`src/rtl/pwm_core_if.sv`:
```
// pwm_core_if: CSR-side duty/divisor inputs and PWM pin output of pwm_core
interface pwm_core_if;
  logic [31:0] duty;
  logic [31:0] dvsr;
  logic        pwm_out;
  modport master(output duty, dvsr, input pwm_out);
  modport slave(input duty, dvsr, output pwm_out);
endinterface

```
`src/rtl/pwm_core.sv`:
```
// pwm_core: free-running prescaled PWM; define PWM_DUTY_SHADOW_EN to latch duty only at period wrap
module pwm_core #(
  parameter int R = 10
) (
  input logic       clock,
  input logic       resetn,
  pwm_core_if.slave bus
);
  logic [31:0] q_reg;
  logic [R-1:0] d_reg;
  logic [R:0] duty_eff;
  logic tick;
  logic pwm_next;
  logic unused_duty_hi;
  assign unused_duty_hi = ^bus.duty[31:R+1];
  // >= rather than == so a lowered divisor ticks at once instead of wrapping q_reg
  assign tick = q_reg >= bus.dvsr;
`ifdef PWM_DUTY_SHADOW_EN
  logic [R:0] shadow;
  always_ff @(posedge clock)
    if (!resetn) shadow <= '0;
    else if (tick && &d_reg) shadow <= bus.duty[R:0];
  assign duty_eff = shadow;
`else
  assign duty_eff = bus.duty[R:0];
`endif
  assign pwm_next = {1'b0, d_reg} < duty_eff;
  always_ff @(posedge clock)
    if (!resetn) begin
      q_reg       <= '0;
      d_reg       <= '0;
      bus.pwm_out <= 1'b0;
    end else begin
      q_reg       <= tick ? '0 : q_reg + 32'd1;
      d_reg       <= tick ? d_reg + 1'b1 : d_reg;
      bus.pwm_out <= pwm_next;
    end
endmodule

```
`src/flat_wrapper.sv`:
```
// flat-port wrapper written by rule: the top's interface ports become plain ports
module pwm_core_flat 
#(
  parameter int R = 10
)
  (clock, resetn, bus_duty, bus_dvsr, bus_pwm_out);
  pwm_core_if bus_i ();
  input logic clock;
  input logic resetn;
  input wire logic [$bits(bus_i.duty)-1:0] bus_duty;
  input wire logic [$bits(bus_i.dvsr)-1:0] bus_dvsr;
  output wire logic [$bits(bus_i.pwm_out)-1:0] bus_pwm_out;
  assign bus_i.duty = bus_duty;
  assign bus_i.dvsr = bus_dvsr;
  assign bus_pwm_out = bus_i.pwm_out;
  pwm_core #(.R(R)) u_core (.clock(clock), .resetn(resetn), .bus(bus_i));
endmodule
```
`config.mk`:
```
export PLATFORM = sky130hd
export DESIGN_NAME = pwm_core_flat
export DESIGN_NICKNAME = d
export VERILOG_FILES = /design/src/rtl/pwm_core_if.sv /design/src/rtl/pwm_core.sv /design/src/flat_wrapper.sv
export SDC_FILE = /design/constraint.sdc
export NUM_CORES = 1
export LEC_CHECK = 0
export CORE_ASPECT_RATIO = 0.7
export CORE_MARGIN = 2
export CORE_UTILIZATION = 50
export CTS_CLUSTER_DIAMETER = 50
export DETAILED_ROUTE_END_ITERATION = 10
export PLACE_DENSITY = 0.8
export SLEW_MARGIN = 20
export SYNTH_ARGS = -nofsm -noshare
export SYNTH_HDL_FRONTEND = slang
export SYNTH_SLANG_ARGS = --single-unit
```
`constraint.sdc`:
```
create_clock -name clock -period 4.1 [get_ports clock]
set_clock_uncertainty 0.05 [all_clocks]
set_input_delay 0.82 -clock clock [delete_from_list [all_inputs] [get_ports clock]]
set_output_delay 0.82 -clock clock [all_outputs]
set_load 0.05 [all_outputs]
```
=== Word level (Yosys, flattened, before mapping) ===
Index checks and enable logic that the tools add are counted.

* Register bits: 43
* Input bits: 66
* Output and inout port bits: 1
* Logic and storage cells: 9

* $add $sub $neg: 2
* Order comparisons: 2
* Bitwise gates (word level): 1
* Reduce and logical (&&, ||, !) cells: 1

{| class="wikitable"
|+ Operator list
! operator !! number
|-
| 32-bit by 1-bit adder with 32-bit output (second input constant) || 1
|-
| 32-bit greater-or-equal comparator || 1
|-
| 10-bit by 11-bit < comparator with 1-bit output || 1
|-
| 10-bit by 1-bit adder with 10-bit output (second input constant) || 1
|-
| 2-bit OR reduction || 1
|-
| 1-bit NOT || 1
|}

=== Longest topological paths before layout ===
* Depth after elaboration: 2
* Gate-level depth with buffers: 10
* Depth with buffers taken out: 9

=== Least setup slack after synthesis ===
No wires, ideal clock.

* Path type: input port to flip-flop
* From: input bus_dvsr[29]
* To: register u_core.d_reg[6]
* Library setup time: 70 ps
* Data arrival time: 2656 ps
* Data required time: 3980 ps
* Setup slack: 1324 ps
* Stages on the path: 9
* Path through: inv_1 > ha_1 > nand4_2 > nor4_4 > nand2_1 > o2bb2ai_2 > nor2_2 > or4_1 > a21oi_1

* Word-level cells in the longest chain between the ends: 1

{| class="wikitable"
|+ RTL lines
! what !! line !! RTL
|-
| from (decl) || flat_wrapper.sv:11 || <nowiki>input wire logic [$bits(bus_i.dvsr)-1:0] bus_dvsr;</nowiki>
|-
| 32-bit greater-or-equal comparator || pwm_core.sv:17 || <nowiki>assign tick = q_reg >= bus.dvsr;</nowiki>
|-
| to (signal assigned) || pwm_core.sv:35 || <nowiki>d_reg <= tick ? d_reg + 1'b1 : d_reg;</nowiki>
|-
| to (decl) || pwm_core.sv:10 || <nowiki>logic [R-1:0] d_reg;</nowiki>
|}

No other way between the ends.
A chain may end at the register's enable or synchronous reset.

=== Worst setup path in the final report ===
Same ends and word-level chain as after synthesis.

==> run metrics <==
Yosys reg bits 43; syn nets about 460; post-CTS resize count 0; total power 792.6 uW; Hold Fails Final Rpt 0; Final Critical Period 3.265 ns; ys flop type dfxtp_1; Initial Utilization 0.5307; clk root buf clkbuf_8; relative slew slack 0.4920; hpwl dp 4.681 mm; Die Ht approximately 67 um; die span in x 93.99 um; Die Area 6296 um2; final wirelength 5.817 mm; final setup vio count 0; MaxCap Viol Count 0; row count 22; Setup Crit Path Kind in2reg; antenna cells 0; Final nets 507; fin. max-slew vios 0; Worst Hold Class reg2reg; Synth Area per Inst 8.144 um2; cts bufs inserted 5; Crit path required time roughly 4.3 ns; design area 3456 um2; max reg flops 32; DR iter-0 viols 156; layout cells sized above 1 0.03258; residual DRC count 0; post-route ant nets 0; first drt pass iteration count 4; max frequency a little over 300 MHz; vias per cell ~5.1; synthesized area 2834 um2; first-pass GRT wire length 9.804 mm; hold slack 0.4722 ns; final period utilization 0.7963; DR WL/cell 12.35 um; setup bufs post-CTS 0; grt total ovfl 0; Worst-Margin Slew 0.7550 ns; Fin Setup TNS 0 ns; Port-buffer cells 45; maximum clock insertion buffer count 2; CP startpoint kind input pin; Post-CTS Hold Buffers 0; count leader, synth nor2_1; largest area contributor in the netlist dfxtp_1; Syn. warnings 0; critical path arrival 3.45 ns; via count ~2400; Syn Inst Count 348; VDD IR max 0.1577 mV; post-synth top area share 0.3038; Clock Latency Late Sink 0.31 ns; leak pwr about 1.6 nW; CTS Sinks 43; GRT Resource Usage Total 0.2001; CTS tree built; vias in the first global route about 2200; number of synthesized flops with an enable pin 0; DP Area 3371 um2; core area 5340 um2; critical path endpoint category flip-flop; Seq/Total Area, Yosys 0.3038; Yosys cell types 34; initial antenna violation count 0; RSZ-0062 raised after global routing no; ys async rst share 0; Synth top cells by count 50 x nor2_1, 45 x inv_1, 43 x dfxtp_1, 43 x ha_1, 22 x xor2_1; largest net degree at the start of global routing 32; P&R area growth vs syn 21.94%; largest cells by area after synthesis dfxtp_1 30%, ha_1 19%, xor2_1 6.8%; PwrDens 229.3 nW/um2; CTS H-tree depth 2; status completed; Max FO, Critical Path 10; GPL Wtd Cong 0.7967; io pins 67; Clock transition at path regs about 0.080 ns
routing by layer:
metal	vias to the layer above	global-route usage	part of all wire	routed length [um]
met5	-	0	0	0
met4	0	0.05978	0.0072	42
met3	5	0.03846	0.047	274
met2	48	0.3179	0.44	2542
met1	1096	0.2757	0.51	2957
li1	1273	-	-	-
report_power, final:
group / total, mW / internal [mW] / switching [mW]
Clock: 0.269 / 0.119 / 0.149
Sequential: 0.425 / 0.420 / 0.00480
Combinational: 0.0988 / 0.0588 / 0.0400
Total: 0.793 / 0.598 / 0.194
cell usage in the layout, fill, tap and decap left out, types with 2 or more instances in the layout:
cell	netlist	routed
a21o_1	4	4
o21a_1	4	4
a21oi_1	17	17
o2111ai_1	2	2
ha_1	43	43
and2_1	3	3
o21ai_0	12	12
nand3_1	20	20
xnor2_1	13	13
mux2i_1	2	2
clkbuf_8	0	5
nor4_1	2	2
and3_1	6	6
nand4_2	2	2
nor3_1	4	4
nand2_1	21	21
nor2_1	50	50
dfxtp_1	43	43
nand4_1	12	12
xor2_1	22	22
nand2b_1	5	5
clkdlybuf4s50_1	0	45
or3_1	2	2
inv_1	45	45
per-stage QoR:
step	utilization	instances	setup WS, ns
detailed placement	0.6312	463	0.5666
global route	0.6471	471	0.7005
floorplan	-	348	1.324
global placement	0.6312	463	0.6324
finish	0.6471	471	0.8351
CTS	0.6471	471	0.8269
area by class of cell:
class                   count  area (um2)
inverters                  45       168.9
clock inverters             2       12.51
well taps                  72       90.09
clock buffers               6       72.57
fillers                   477        1884
multi-input cells         257        1793
repair buffers             46       457.9
flip-flops and latches     43       860.8
logic make-up (layout without fill, tap and decap cells):
kind of cell	after synthesis	in the layout	share of synthesized area
multiplexers	2	2	0.007064
flip-flops	43	43	0.3038
adder cells (fa/ha/maj)	43	43	0.1898
AND/OR/NAND/NOR	131	131	0.2261
buffers and inverters	48	99	0.06358
AO/OA/AOI/OAI	46	46	0.1016
XOR/XNOR	35	35	0.1082
final timing paths:
path / endpoint / slack, ns / startpoint / cells after the start
worst max-delay path: u_core.d_reg[6] / 0.84 / bus_dvsr[29] / 10
worst min-delay path: u_core.d_reg[8] / 0.47 / u_core.d_reg[8] / 2
worst max register to register: u_core.q_reg[4] / 1.35 / u_core.q_reg[0] / 10
worst min register to register: u_core.d_reg[8] / 0.47 / u_core.d_reg[8] / 2
critical path, stage by stage:
cell and delay [ns]:
clkdlybuf4s50_1 0.45, inv_1 0.05, ha_1 0.31, nand4_2 0.18
nor4_4 0.38, nand2_1 0.13, o2bb2ai_2 0.29, nor2_2 0.16
or4_1 0.52, a21oi_1 0.15
(Power assumes the default switching activity.)
